==> config.mk <==
export PLATFORM = sky130hd
export DESIGN_NAME = ram_arbiter
export DESIGN_NICKNAME = d
export VERILOG_FILES = /design/src/rtl/ram_arbiter.sv
export SDC_FILE = /design/constraint.sdc
export NUM_CORES = 1
export LEC_CHECK = 0
export CAP_MARGIN = 20
export CORE_MARGIN = 2
export CORE_UTILIZATION = 40
export DETAILED_ROUTE_END_ITERATION = 10
export GPL_TIMING_DRIVEN = 0
export PLACE_DENSITY = 0.85
export SLEW_MARGIN = 15
export SYNTH_ARGS = -nofsm -noshare
export SYNTH_HDL_FRONTEND = slang
export SYNTH_SLANG_ARGS = --single-unit
==> constraint.sdc <==
create_clock -name clk -period 2.33 [get_ports clk]
set_input_delay 0.699 -clock clk [delete_from_list [all_inputs] [get_ports clk]]
set_output_delay 0.699 -clock clk [all_outputs]
set_load 0.005 [all_outputs]
==> src/rtl/ram_arbiter.sv <==
// ============================================================================
// Module   : ram_arbiter
// Brief    : Three-way arbiter sharing a single-port synchronous RAM between
//            instruction fetch (port 0, read-only), data load/store (port 1)
//            and the debug/program-loader port (port 2). One registered RAM
//            command per grant; reads return data with a one-cycle rvalid.
// Options  : RAM_ARB_ROUND_ROBIN_EN - round-robin arbitration with a last-
//            winner pointer; undefined selects fixed priority 2 > 1 > 0.
// Revision : 1.0 - initial release
// ============================================================================
`default_nettype none

module ram_arbiter #(
    parameter int ADDR_W = 8,
    parameter int DATA_W = 8
) (
    input  logic              clk,
    input  logic              reset,
    input  logic [2:0]        req,
    input  logic              we1,
    input  logic              we2,
    input  logic [ADDR_W-1:0] addr0,
    input  logic [ADDR_W-1:0] addr1,
    input  logic [ADDR_W-1:0] addr2,
    input  logic [DATA_W-1:0] wdata1,
    input  logic [DATA_W-1:0] wdata2,
    output logic [2:0]        gnt,
    output logic [2:0]        rvalid,
    output logic [DATA_W-1:0] rdata,
    output logic              ram_en,
    output logic              ram_we,
    output logic [ADDR_W-1:0] ram_addr,
    output logic [DATA_W-1:0] ram_wdata,
    input  logic [DATA_W-1:0] ram_rdata
);

    typedef enum logic [1:0] {
        S_IDLE = 2'd0,
        S_CMD  = 2'd1,
        S_RESP = 2'd2
    } state_t;

    state_t            state_q;
    logic [1:0]        owner_q;
    logic [2:0]        gnt_q;
    logic [2:0]        rvalid_q;
    logic              ram_en_q;
    logic              ram_we_q;
    logic [ADDR_W-1:0] ram_addr_q;
    logic [DATA_W-1:0] ram_wdata_q;

    // Arbitration result, consumed only on the IDLE -> CMD transition
    logic [1:0]        owner_d;
    logic              we_d;
    logic [ADDR_W-1:0] addr_d;
    logic [DATA_W-1:0] wdata_d;

`ifdef RAM_ARB_ROUND_ROBIN_EN
    logic [1:0] ptr_q;
    logic [1:0] search0;
    logic [1:0] search1;
    logic [1:0] search2;

    // Search order begins one past the last winner, wrapping modulo 3
    always_comb begin
        search0 = 2'd0;
        search1 = 2'd1;
        search2 = 2'd2;
        case (ptr_q)
            2'd0: begin search0 = 2'd1; search1 = 2'd2; search2 = 2'd0; end
            2'd1: begin search0 = 2'd2; search1 = 2'd0; search2 = 2'd1; end
            default: begin search0 = 2'd0; search1 = 2'd1; search2 = 2'd2; end
        endcase
    end
`endif

    // Pick the winning port and mux its command fields
    always_comb begin
        owner_d = 2'd0;
`ifdef RAM_ARB_ROUND_ROBIN_EN
        if (req[search0])
            owner_d = search0;
        else if (req[search1])
            owner_d = search1;
        else
            owner_d = search2;
`else
        if (req[2])
            owner_d = 2'd2;
        else if (req[1])
            owner_d = 2'd1;
        else
            owner_d = 2'd0;
`endif
        case (owner_d)
            2'd2: begin
                we_d    = we2;
                addr_d  = addr2;
                wdata_d = wdata2;
            end
            2'd1: begin
                we_d    = we1;
                addr_d  = addr1;
                wdata_d = wdata1;
            end
            default: begin
                // Instruction fetch can never write
                we_d    = 1'b0;
                addr_d  = addr0;
                wdata_d = '0;
            end
        endcase
    end

    // Arbiter FSM with all outputs registered from state and owner
    always_ff @(posedge clk or negedge reset) begin
        if (!reset) begin
            state_q     <= S_IDLE;
            owner_q     <= 2'd0;
            gnt_q       <= 3'b000;
            rvalid_q    <= 3'b000;
            ram_en_q    <= 1'b0;
            ram_we_q    <= 1'b0;
            ram_addr_q  <= '0;
            ram_wdata_q <= '0;
`ifdef RAM_ARB_ROUND_ROBIN_EN
            ptr_q       <= 2'd2;
`endif
        end else begin
            case (state_q)
                S_IDLE: begin
                    rvalid_q <= 3'b000;
                    if (req != 3'b000) begin
                        state_q     <= S_CMD;
                        owner_q     <= owner_d;
                        gnt_q       <= 3'b001 << owner_d;
                        ram_en_q    <= 1'b1;
                        ram_we_q    <= we_d;
                        ram_addr_q  <= addr_d;
                        ram_wdata_q <= wdata_d;
`ifdef RAM_ARB_ROUND_ROBIN_EN
                        ptr_q       <= owner_d;
`endif
                    end
                end
                S_CMD: begin
                    gnt_q    <= 3'b000;
                    ram_en_q <= 1'b0;
                    ram_we_q <= 1'b0;
                    // ram_we_q still holds the owner's write flag this cycle
                    if (ram_we_q) begin
                        state_q <= S_IDLE;
                    end else begin
                        state_q  <= S_RESP;
                        rvalid_q <= 3'b001 << owner_q;
                    end
                end
                S_RESP: begin
                    rvalid_q <= 3'b000;
                    state_q  <= S_IDLE;
                end
                default: begin
                    state_q  <= S_IDLE;
                    gnt_q    <= 3'b000;
                    rvalid_q <= 3'b000;
                    ram_en_q <= 1'b0;
                    ram_we_q <= 1'b0;
                end
            endcase
        end
    end

    assign gnt       = gnt_q;
    assign rvalid    = rvalid_q;
    assign ram_en    = ram_en_q;
    assign ram_we    = ram_we_q;
    assign ram_addr  = ram_addr_q;
    assign ram_wdata = ram_wdata_q;
    // RAM read data is already one cycle behind ram_en, aligned with RESP
    assign rdata     = ram_rdata;

endmodule

`default_nettype wire

# Yosys cells after proc, flatten, opt, wreduce, memory -nomap -nowiden
# Cells that the tools add are included.
[word_totals]
regBits = 28
latchBits = 0
ram_bits = 0
romBits = 0
inputBits = 55
out_inout_bits = 32
elab_cells = 37
n_memories = 0
[op_classes]
add_sub_neg = 0
multipliers = 0
n_div = 0
order_cmp = 0
n_eq_ne = 6
shift = 2
n_mux = 16
bitwise = 1
n_reduce_logical = 4
[op_table]
columns = ["cell", "count"]
rows = [
  ["$pmux 8 s2", 2],
  ["$mux 3", 3],
  ["$mux 2", 3],
  ["$pmux 1 s2", 3],
  ["$pmux 3 s2", 1],
  ["$shl 1x2->3 const A", 2],
  ["$eq 2x1->1 const B", 2],
  ["$eq 2x2->1 const B", 2],
  ["$ne 2x2->1 const B", 2],
  ["$pmux 2 s2", 1],
  ["$reduce_and 2->1", 2],
  ["$mux 1", 3],
  ["$reduce_bool 3->1", 1],
  ["$logic_not 2->1", 1],
  ["$not 1->1", 1],
]

# Logic depth before layout (Yosys ltp)
# Gate-level depths: netlist of run 1.
[logic_depth]
word_depth = 6
mapped_depth = 6
depth_no_buf = 3

# Worst setup path before layout of run 1
# No wires, ideal clock.
[synth_path]
path_type = "input to output"
from = "input port ram_rdata[0]"
to = "output port rdata[0]"
arrival_ns = 0.810
path_slack_ns = 0.821
path_stages = 1
cell_sequence = "buf_4"
[synth_rtl]
columns = ["item", "line_no", "source"]
rows = [
  ["from (decl)", "34", "input logic [DATA_W-1:0] ram_rdata"],
  ["to (decl)", "29", "output logic [DATA_W-1:0] rdata,"],
]
# No word-level cell between the ends.

# Final worst setup path of run 1
[layout_path]
from = "input port ram_rdata[0]"
to = "output port rdata[0]"
# No word-level cell between the ends.

==> results.txt, run 1 <==
The flow ran to the end, and the final reports show no timing, DRC or antenna violations. The number of antenna violations at the first check in global routing was 0. By area the synthesized netlist is led by sky130_fd_sc_hd__dfrtp_1, sky130_fd_sc_hd__o21ai_1, sky130_fd_sc_hd__mux2i_1. In this run, synthesis inferred 0 flip-flops with an integrated enable. Traced cell by cell, the critical path runs through buf_4 -> clkdlybuf4s50_1. Cell taking the most area after synthesis: sky130_fd_sc_hd__dfrtp_1. The clock slew seen by the registers of the worst setup and hold paths was 140 ps; the total number of nets in the final design was 283. Derived from the worst setup path, the maximum achievable clock frequency is 509 MHz.

After floorplanning, the core was divided into 21 placement rows. The category of the worst setup path launch point was a primary input. The per-cell routed wire length works out to 13.4 µm. Signal routing reaches up to met4. The detail route stage leaves a number of antenna-violating nets equal to 0. The library cell used most frequently in the layout, excluding fill and tap cells, is sky130_fd_sc_hd__clkdlybuf4s50_1. The clock reaches the later pin of the worst-skew pair after 320 ps. In this run the deepest clock path goes through 2 buffers.

After the flow finishes, the layout carries non-filler instances totaling 273. In this run the cell area measured after placement is 2290 µm². Averaged over all synthesized cells, the footprint is 10.0 µm².

For the pin with the worst max-slew slack, the measured transition is 613 ps. For this design the static power due to leakage is 0.000982 µW. After detailed routing, the met2 layer carries 1840 µm of wire. Setup violations remaining at the end of the flow were counted as 0.

For the number of hold violations in the final report, the log shows 0. The synthesized design contains 28 register bits. Routability-driven placement finished with a final weighted congestion of 0.723.

The run gives 145 as the synthesized instance count. CTS placed an instance of sky130_fd_sc_hd__clkbuf_4 at the clock tree root. For the CTS buffer count, the log shows 3. The element type at the critical path end is a primary output. Compared with the post-synthesis result, the final layout area differs by 59.8%. The unique cell type count in the Yosys netlist is 26, and the mean number of vias per cell is 5.04. The minimum clock period was 1960 ps. For this run, the number of Yosys warnings is 0. The tools report the total length of routed met3 wires as 252 µm.

The path length in cells of the critical path is 2, and the number of gates given a new drive strength after cts is 0. For this run, design rule violations remaining after detail routing come to 0. For this run, asynchronously set or reset flops after synthesis account for 100%. The share of the Yosys chip area taken by registers is 48.2%. For the arrival time at the worst endpoint, the log shows 1270 ps.

The slowest cell on the critical path was sky130_fd_sc_hd__clkdlybuf4s50_1. The kind of cell with the highest combined delay along the critical path is buffers and inverters. The synthesized design devotes to its leading area cell type 48.2% of total area.

The worst-path maximum fanout is 1. Setup slack on the worst reg-to-reg path comes out at 930 ps. For the number of max-slew violations in the final report, the log shows 0. The setup path with the least slack is of type in2out. The repair_antennas step left the layout with diodes totalling 0. The logs give 61.1 ps for the post-placement worst setup slack and 4140 µm² for the floorplan die area. The final layout contains routed wiring with a total length of 3650 µm.

In the synthesized netlist the dominant register cell turns out to be sky130_fd_sc_hd__dfrtp_1. The endpoint identified for the worst register-to-register timing path is ram_addr[1]. Leaving out fill and tap cells, the most frequent cells in the layout are sky130_fd_sc_hd__clkdlybuf4s50_1, sky130_fd_sc_hd__o21ai_1, sky130_fd_sc_hd__dfrtp_1. The tool flagged a number of max-cap violations equal to 0. Once the clock tree was built, the setup fixing pass inserted 0 buffers. Synthesis produced a netlist with a net count of 200.

The worst setup margin was 366 ps. The logs give 87 for the number of primary I/O pins and 0 ps for the setup TNS. The count of H-tree levels built during CTS came out at 1.

Type of the tightest min-delay check: in2async. In this run the critical register-to-register path is launched from state_q[0]. In this run the vertical extent of the chip is 64.3 µm. The power per cell area works out to 900 nW/µm². The number of vias after detailed routing was 1,375. TritonCTS built the clock tree. For this run, the slowest stage of the critical path takes 490 ps. The tools report the placeable core region as 3420 µm². The number of buffer and inverter instances along the worst setup path works out to 2. The first global-routing pass estimated 5980 µm of wire. The worst-case hold slack is 363 ps, and the number of cells on the worst reg-to-reg path is 6. For the final database, setup skew stands at 6.12 ps. The number of buffers inserted by hold repair at cts is 0. The cell area after synthesis is 1460 µm². The number of global-route vias before repair was 1,336; the aggregate global routing overflow was 0. The quantity of I/O buffers inserted on ports came out at 78. Headroom to the max-slew limit came out at 59.1%. The total routing usage reported by global routing was 18.4%. The violation count after the first detailed-routing iteration was 73; the instance count after placement with tap cells included was 269.

Setup repair after global routing left no endpoint under its margin. After legalization and detailed placement, the total HPWL measured 2810 µm. The layout cell share with drive strength beyond 1 is 12.3%, and the clock net sink count is 28. Entering global routing, the biggest net connects 29 pins.

Once the floorplan was initialized, standard cells occupied 42.6% of the core. The maximum ir drop on the vdd rail was 0.000463 V. In the final routing, the length of wire on met1 measures 1540 µm. The endpoint required time on the critical path was 1630 ps; the final worst-path cycle share was 84.3%. The finished cells cover 2320 µm². Measured along the x axis, the die boundary spans 64.3 µm. For this run, the detailed router's first-pass iteration total came to 4.
-- power by group --
part           leakage [µW]  total [µW]  internal (µW)  switching [µW]
Sequential         0.000354         800            692             109
Clock             0.0000210         232           95.6             137
Combinational      0.000607        1060            615             445
-- synth_stat cells (2+ instances only) --
| cell | count |
|---|---|
| sky130_fd_sc_hd__o21ai_1 | 29 |
| sky130_fd_sc_hd__dfrtp_1 | 28 |
| sky130_fd_sc_hd__a22oi_1 | 10 |
| sky130_fd_sc_hd__buf_4 | 10 |
| sky130_fd_sc_hd__nor2_1 | 9 |
| sky130_fd_sc_hd__mux2i_1 | 8 |
| sky130_fd_sc_hd__o21ai_0 | 8 |
| sky130_fd_sc_hd__buf_2 | 6 |
| sky130_fd_sc_hd__mux2_1 | 6 |
| sky130_fd_sc_hd__a21oi_1 | 5 |
| sky130_fd_sc_hd__nand2b_1 | 5 |
| sky130_fd_sc_hd__nor2b_1 | 4 |
| sky130_fd_sc_hd__buf_6 | 2 |
| sky130_fd_sc_hd__mux2_2 | 2 |
| sky130_fd_sc_hd__nand2_1 | 2 |
-- stage by stage --
step | power [µW] | util [%]
after floorplan | 1300 | -
after global placement | 1850 | 67.1
after detailed placement | 1880 | 67.0
after CTS | 2120 | 68.1
after global routing | 2260 | 68.1
final | 2090 | 68.1
-- layer usage --
metal  track usage, %  vias to the layer above
met5                0                        -
met4             3.19                        0
met3             5.63                        2
met2             32.9                       51
met1             21.9                      650
li1                 -                      672
-- sequential cells by signal, summed over array words and instances (netlist names) --
signal,cells
state_q,2
ram_wdata,8
rvalid,3
ram_we,1
ram_addr,8
gnt,3
owner_q,2
ram_en,1
-- worst max path at each step --
| stage | from | to |
|---|---|---|
| finish | ram_rdata[0] | rdata[0] |
| global route | gnt[1] | gnt[1] |
| CTS | ram_rdata[2] | rdata[2] |
| detailed placement | req[1] | ram_addr[3] |
| global placement | req[1] | ram_addr[6] |
| floorplan | ram_rdata[0] | rdata[0] |
-- area by class of cell --
class | instances | area (µm²)
inverter | 2 | 7.51
multi-input combinational | 95 | 611
sequential | 28 | 701
buffer | 20 | 136
fill | 301 | 1090
timing repair buffer | 78 | 776
clock buffer | 4 | 36.3
tap | 46 | 57.6
-- logic make-up (layout without fill, tap and decap cells) --
group,count (synthesis),after routing,synth area share (%)
AOI/OAI and AO/OA,55,55,21.2
DFF,28,28,48.2
muxes,16,16,11.7
buffers and inverters,22,104,9.89
and+or+nand+nor,24,24,9.11
(Power assumes the default switching activity.)
==> inputs of run 2 (changes only) <==
--- a/config.mk
+++ b/config.mk
@@ -7,10 +7,10 @@
 export LEC_CHECK = 0
 export CAP_MARGIN = 20
 export CORE_MARGIN = 2
-export CORE_UTILIZATION = 40
+export CORE_UTILIZATION = 34
 export DETAILED_ROUTE_END_ITERATION = 10
 export GPL_TIMING_DRIVEN = 0
-export PLACE_DENSITY = 0.85
+export PLACE_DENSITY = 0.77
 export SLEW_MARGIN = 15
 export SYNTH_ARGS = -nofsm -noshare
 export SYNTH_HDL_FRONTEND = slang
==> constraint.sdc (replaced) <==
create_clock -name clk -period 1.8 [get_ports clk]
set_input_delay 0.54 -clock clk [delete_from_list [all_inputs] [get_ports clk]]
set_output_delay 0.54 -clock clk [all_outputs]
set_load 0.005 [all_outputs]
==> results.txt, run 2 (synthesis gave the netlist of run 1 again) <==
The logs give 28 for the clock net sink count and 3 for the CTS buffer count. The class of the most critical setup path was reg2out. In the layout the commonest cells are sky130_fd_sc_hd__clkdlybuf4s50_1, sky130_fd_sc_hd__o21ai_1, sky130_fd_sc_hd__dfrtp_1.

Traced cell by cell, the critical path runs through clkdlybuf4s50_1. The mean number of vias per cell works out to 4.84. Setup repair after global routing left no endpoint under its margin. Number of max-slew violations in the final report: 0.

The die covers 4820 µm². The tools report the violation count after the first detailed-routing iteration as 116. The tools report the number of hold violations in the final report as 0. The initialized floorplan defines 23 standard-cell rows. After global routing the overflow that remains totals 0.

For the count of nets left with antenna violations after detail routing, the log shows 0. For the total number of nets in the final design, the log shows 285. The power per cell area came out at 1170 nW/µm². The logs give 900 µW for the switching power of the nets and 0 for the number of max-cap violations. The logic gate share of total power is 50.4%, and the number of antenna violations at the first check in global routing is 0.

STA classifies the critical path endpoint as a primary output. In this run the static leakage power is 0.000995 µW. For this configuration, the core starts out at a cell density of 35.9%. Across every metal layer, demand over resource in global routing totals 15.9%. The number of global-route vias before repair was 1,312; the area growth from synthesis to layout was 61.4%.

Cell internal power was estimated by the tool at 1850 µW. The tools report the cell at the root of the clock tree as sky130_fd_sc_hd__clkbuf_8. Per report_power, the clock group accounts for 11.8% of the total.

Detailed placement finished with a half-perimeter wire length of 2920 µm. The total area inside the core boundary comes to 4060 µm². The horizontal die dimension came out at 69.4 µm. The worst clock skew is 5.02 ps, and the number of vias after detailed routing is 1,345. Input and output buffers added on the ports amount to 78.

The flow ran to the end, and the final reports show no timing, DRC or antenna violations. Measured along the y axis, the die boundary spans 69.4 µm. Family of cells with the greatest summed delay on the critical path: buffers and inverters. Of the cells placed in the final design, the portion with a size suffix greater than 1 is 12.7%.

The worst setup path is launched from a flop. Counting I/O delays and the setup requirement, the final critical path takes 1700 ps. The weighted congestion reported at the end of routability-driven placement came out at 0.738. The slew at the pin with the worst max-slew slack came out at 602 ps. The number of primary I/O pins was 87; the peak clock frequency supported by timing was 589 MHz. The instance count after placement with tap cells included is 273, and the aggregate routed wire length is 3800 µm. The global-route wire length before repair was 6270 µm. Of all nets on the critical path, the largest fanout is 3.

Registers are responsible for 37.8% of the overall power. In the final routed layout, each cell accounts on average for 13.7 µm. Net switching is 32.8% of the power.

The setup TNS is 0 ps, and the max-slew headroom at the worst pin is 59.9%. The clock reaches the later pin of the worst-skew pair after 270 ps. Slowest cell on the critical path: sky130_fd_sc_hd__clkdlybuf4s50_1. Entering global routing, the biggest net connects 29 pins. The clock slew seen by the registers of the worst setup and hold paths was 90 ps.

TritonCTS built the clock tree. The final non-filler cell total is 278, and the endpoint required time on the critical path is 1260 ps. At the worst endpoint, the arrival time is 1160 ps.

The final worst-path cycle share was 94.3%; the maximum ir drop on the vdd rail was 0.000601 V. In this design, the stage delay of the slowest critical-path cell is 530 ps. The tools report the count of H-tree levels built during CTS as 1.

Setup violations remaining at the end of the flow were counted as 0. The worst hold path belongs to the class in2async. The final-layout fill cell count came out at 360. Most common cell after layout, fill and taps aside: sky130_fd_sc_hd__clkdlybuf4s50_1. The number of buffer and inverter instances along the worst setup path is 1, and the number of antenna diodes is 0. The worst-case hold slack is 268 ps. The number of iterations in the first detailed-routing pass came out at 4. Buffer levels on the longest clock path: 2. After detailed routing, the number of remaining DRC violations is 0.

The total power consumption of the routed design is 2750 µW.
run 2: stage by stage:
stage | area [µm²] | util (%) | setup WS (ps)
4_1_cts | 2330 | 57.5 | 10.0
3_3_place_gp | 2300 | 56.6 | -280
2_1_floorplan | 1460 | - | 501
3_5_place_dp | 2290 | 56.5 | -355
5_1_grt | 2350 | 57.9 | 14.0
6_report | 2350 | 57.9 | 102
run 2: cell type report:
type | count | area, µm² | area share [%]
Timing Repair Buffer | 80 | 790 | 33.6
Sequential cell | 28 | 701 | 29.8
Multi-Input combinational cell | 95 | 611 | 26.0
Buffer | 20 | 136 | 5.81
Tap cell | 50 | 62.6 | 2.66
Clock buffer | 3 | 41.3 | 1.76
Inverter | 2 | 7.51 | 0.320
run 2: final timing paths:
kind / from / to / slack (ps) / cells past startpoint
setup / recovery: gnt[1] / gnt[1] / 100 / 1
setup reg to reg: state_q[0] / ram_addr[0] / 450 / 6
min in group clk: ram_wdata[7] / ram_wdata[7] / 500 / 2
max in group asynchronous: reset / ram_addr[0] / 1140 / 1
hold reg to reg: ram_wdata[7] / ram_wdata[7] / 500 / 2
hold / removal: reset / gnt[2] / 270 / 1
run 2: timing repair:
action | in CTS | in global routing
endpoints found under the setup margin | 6 | 11
hold buffers | 0 | 0
pin swaps | 1 | 1
buffers inserted | 0 | 2
resized for setup | 1 | 0
run 2: routing by layer:
layer | track usage (%) | wire (µm) | up-vias
met3 | 5.23 | 284 | 2
met4 | 1.31 | 6 | 0
met2 | 27.7 | 1950 | 53
li1 | - | - | 671
met5 | 0 | 0 | -
met1 | 20.0 | 1560 | 619
run 2: power by group through the flow:
stage	registers (µW)	logic [µW]	clock network, µW
final	1040	1380	323
after global routing	1070	1520	370
after CTS	1040	1400	340
after detailed placement	1050	1400	0
after global placement	1040	1370	0
after floorplan	1060	624	0
==> inputs of run 3 (changes only) <==
==> constraint.sdc (replaced) <==
create_clock -name clk -period 1.8 [get_ports clk]
set_input_delay 0.54 -clock clk [delete_from_list [all_inputs] [get_ports clk]]
set_output_delay 0.54 -clock clk [all_outputs]
set_load 0.01 [all_outputs]
==> results of run 3 <==
Same layout as run 2 (identical final DEF). Status: complete, no violations.
Among the figures that moved: setup slack after layout 102 ps -> 67.8 ps; total power 2750 µW -> 2840 µW; worst IR drop on VDD 0.000601 V -> 0.000602 V
==> RTL edit 1, RTL diff (config.mk and constraints of run 3) <==
Set the parameter `ADDR_W` to 9 (it was 8).
--- a/src/rtl/ram_arbiter.sv
+++ b/src/rtl/ram_arbiter.sv
@@ -12,5 +12,5 @@
 
 module ram_arbiter #(
-    parameter int ADDR_W = 8,
+    parameter int ADDR_W = 9,
     parameter int DATA_W = 8
 ) (
Interface: changed (resized addr0, addr1, addr2 and ram_addr); port bits go from 87 to 91. No check against the original RTL was run, so the function may have changed too.
==> RTL edit 1 against run 3 <==
Cell count up 5.4%; global-route usage increased by 2.0 points; via count increased by 9.4%; setup slack gained 0.0076 ns; wire length grew 12%; area after synthesis up 7.1%; sequential cell count is 1 higher; sequential share of layout area is 1.3 points lower; count of clock-buffer cells in the layout up 4; design area increased by 8.4%; total power up 15%; largest power group unchanged; critical endpoint unchanged.
==> RTL edit 1: results <==
{
  "status": "complete, no violations",
  "hpwl_um": 3160,
  "fin_worst_skew_ns": 0.00396,
  "grt.met3_usage": 0.0577,
  "worst_slew_pin_slew_ns": 0.670,
  "preCtsSetupSlack_ns": -0.402,
  "track_usage": 0.179,
  "synth_compound_area_frac": 0.210,
  "dr_wl_met3_um": 279,
  "nNetsFinal": 298,
  "routed_wl_um": 4270,
  "p_clk_frac": 0.181,
  "vias": 1471,
  "powerSeq_mw": 1.08,
  "irDropWorstVdd_mv": 0.452,
  "placed_area_sq_um": 2430,
  "htree_levels": 2,
  "grt_pass1_vias": 1446,
  "critPathLaunch": "gnt[1]",
  "synth.area.top_cells": "dfrtp_1 47%, o21ai_0 8.7%, mux2_2 6.5%",
  "path_clk_slew_ns": 0.06,
  "max_freq_mhz": 580,
  "power_leakage_nw": 1.07,
  "reg2reg_to": "ram_addr[3]",
  "max_stage_delay_ns": 0.54,
  "met1_usage": 0.213,
  "r2r_start": "state_q[1]",
  "p_int_mw": 2.17,
  "gp_congestion": 0.690,
  "m1WireLength_um": 1690,
  "drive_above_1_share": 0.178,
  "ff2ff_path_depth": 6,
  "synthTopCellsByCount": "29 x dfrtp_1, 27 x o21ai_0, 10 x a22oi_1, 10 x nor2_1",
  "met2_length_um": 2240,
  "pwr-share-seq": 0.330,
  "synth.yosys.seq_area_share": 0.465,
  "ys_types": 27,
  "grt_pass1_wl_um": 7080,
  "grt_max_degree": 30,
  "cts_buffers": 5,
  "drtIter0Drc": 75,
  "grtUsageMet2": 0.301,
  "dp.cells": 283,
  "synth_area_per_cell_sq_um": 10.4,
  "syn_nets": 208,
  "io_buffers": 81,
  "post_drt_via_cell_ratio": 5.02,
  "antenna_found_initial": 0,
  "post-cts-setup-buffer-count": 2,
  "regToRegSetupSlack_ns": 0.42
}
==> RTL edit 1: cell count changes after synthesis, moves of 4 or more <==
cell	before	now
o21ai_1	29	9
buf_2	6	2
o21ai_0	8	27
mux2_2	2	9
buf_6	2	7
mux2_1	6	0
==> RTL edit 1: how the worst min path moves through the flow <==
stage	to	slack [ns]	cells after the start
finish	ram_we	0.29	1
global route	rvalid[1]	0.34	1
CTS	rvalid[2]	0.31	1
detailed placement	ram_en	0.50	1
global placement	ram_addr[2]	0.48	2
floorplan	gnt[0]	0.24	0
==> RTL edit 1: layout make-up <==
cell class                 count  area [sq um]
clock inverter                 1          5.00
fill                         395          1840
clock buffer                   7          96.3
inverter                       2          7.51
multi-input combinational     98           657
sequential                    29           726
tap                           52          65.1
timing repair buffer          83           820
buffer                        21           169
==> RTL edit 2, RTL diff (config.mk and constraints of run 3) <==
Without the edit above. The 3 states of `state_t` get a one-hot encoding in 3 bits.
--- a/src/rtl/ram_arbiter.sv
+++ b/src/rtl/ram_arbiter.sv
@@ -35,8 +35,8 @@
 );
 
-    typedef enum logic [1:0] {
-        S_IDLE = 2'd0,
-        S_CMD  = 2'd1,
-        S_RESP = 2'd2
+    typedef enum logic [2:0] {
+        S_IDLE = 3'b001,
+        S_CMD  = 3'b010,
+        S_RESP = 3'b100
     } state_t;
 
Check against the original RTL: same outputs for any inputs over 10 cycles, from zero or initial values and one cycle with reset low; not proved beyond that.
==> RTL edit 2 against run 3 <==
Worst hold slack improved by 0.0064 ns; total power increased by 13%; sequential cell count increased by 1; cell count decreased by 2.2%; global-route usage about the same; setup slack improved by 0.0053 ns; design area increased by 4.0%; area after synthesis increased by 3.5%; critical path depth unchanged; wire length decreased by 1.9%.
==> RTL edit 2: results <==
{
  "status": "complete, no violations",
  "synthTopCellsByCount": "28 x dfrtp_1, 12 x nand2_1, 12 x o21ai_0, 10 x mux2_2",
  "reg2reg_to": "ram_addr[7]",
  "nClkBuffers": 6,
  "synth.yosys.seq_area_share": 0.483,
  "drtIter0Drc": 56,
  "regToRegSetupSlack_ns": 0.15,
  "dr_wl_met3_um": 184,
  "ff2ff_path_depth": 5,
  "fin_worst_skew_ns": 0.0110,
  "track_usage": 0.159,
  "fin_hold_ws_ns": 0.274,
  "fillers": 388,
  "syn_nets": 187,
  "ys_types": 27,
  "m1WireLength_um": 1550,
  "grt_max_degree": 30,
  "cts_buffers": 5,
  "grt_pass1_wl_um": 6020,
  "grt.met3_usage": 0.0442,
  "grtUsageMet2": 0.261,
  "p_sw_mw": 1.01,
  "met1_usage": 0.192,
  "crit_fanout": 2,
  "gp_congestion": 0.681,
  "cts.sinks": 29,
  "num-nonclk-buffers": 95,
  "power_leakage_nw": 1.05,
  "dp.cells": 262,
  "post_drt_via_cell_ratio": 4.73,
  "ff_latch_area_sq_um": 727,
  "buf_share": 0.364,
  "pwr-share-seq": 0.345,
  "hpwl_um": 2770,
  "path_clk_slew_ns": 0.07,
  "placed_area_sq_um": 2350,
  "chipWidth_um": 70.6,
  "nMultiInputCombCells": 86,
  "design_area_sq_um": 2440,
  "wire_per_inst_um": 13.7,
  "clockNetworkAreaShare": 0.0338,
  "p_clk_frac": 0.158,
  "vias": 1286
}
## RTL edit 2: repair_timing
action,in CTS,in global routing
setup buffers,2,0
gates resized for setup,4,0
endpoints found under the setup margin,14,0
hold buffers,0,0
## RTL edit 2: worst max-delay path by stage
| stage | start | end | slack (ns) | depth (start not counted) |
|---|---|---|---|---|
| after floorplan | state_q[0] | ram_addr[2] | 0.26 | 5 |
| after global placement | req[1] | ram_addr[7] | -0.35 | 5 |
| after detailed placement | req[1] | ram_addr[5] | -0.38 | 5 |
| after CTS | ram_addr[5] | ram_addr[5] | 0.06 | 1 |
| after global routing | ram_addr[5] | ram_addr[5] | 0.03 | 1 |
| final | ram_addr[5] | ram_addr[5] | 0.07 | 1 |
## RTL edit 2: logic make-up after synthesis
logic type | share of synthesized area
AND/OR/NAND/NOR | 0.126
flip-flops | 0.483
AO/OA/AOI/OAI | 0.121
multiplexers | 0.198
buffers and inverters | 0.0723
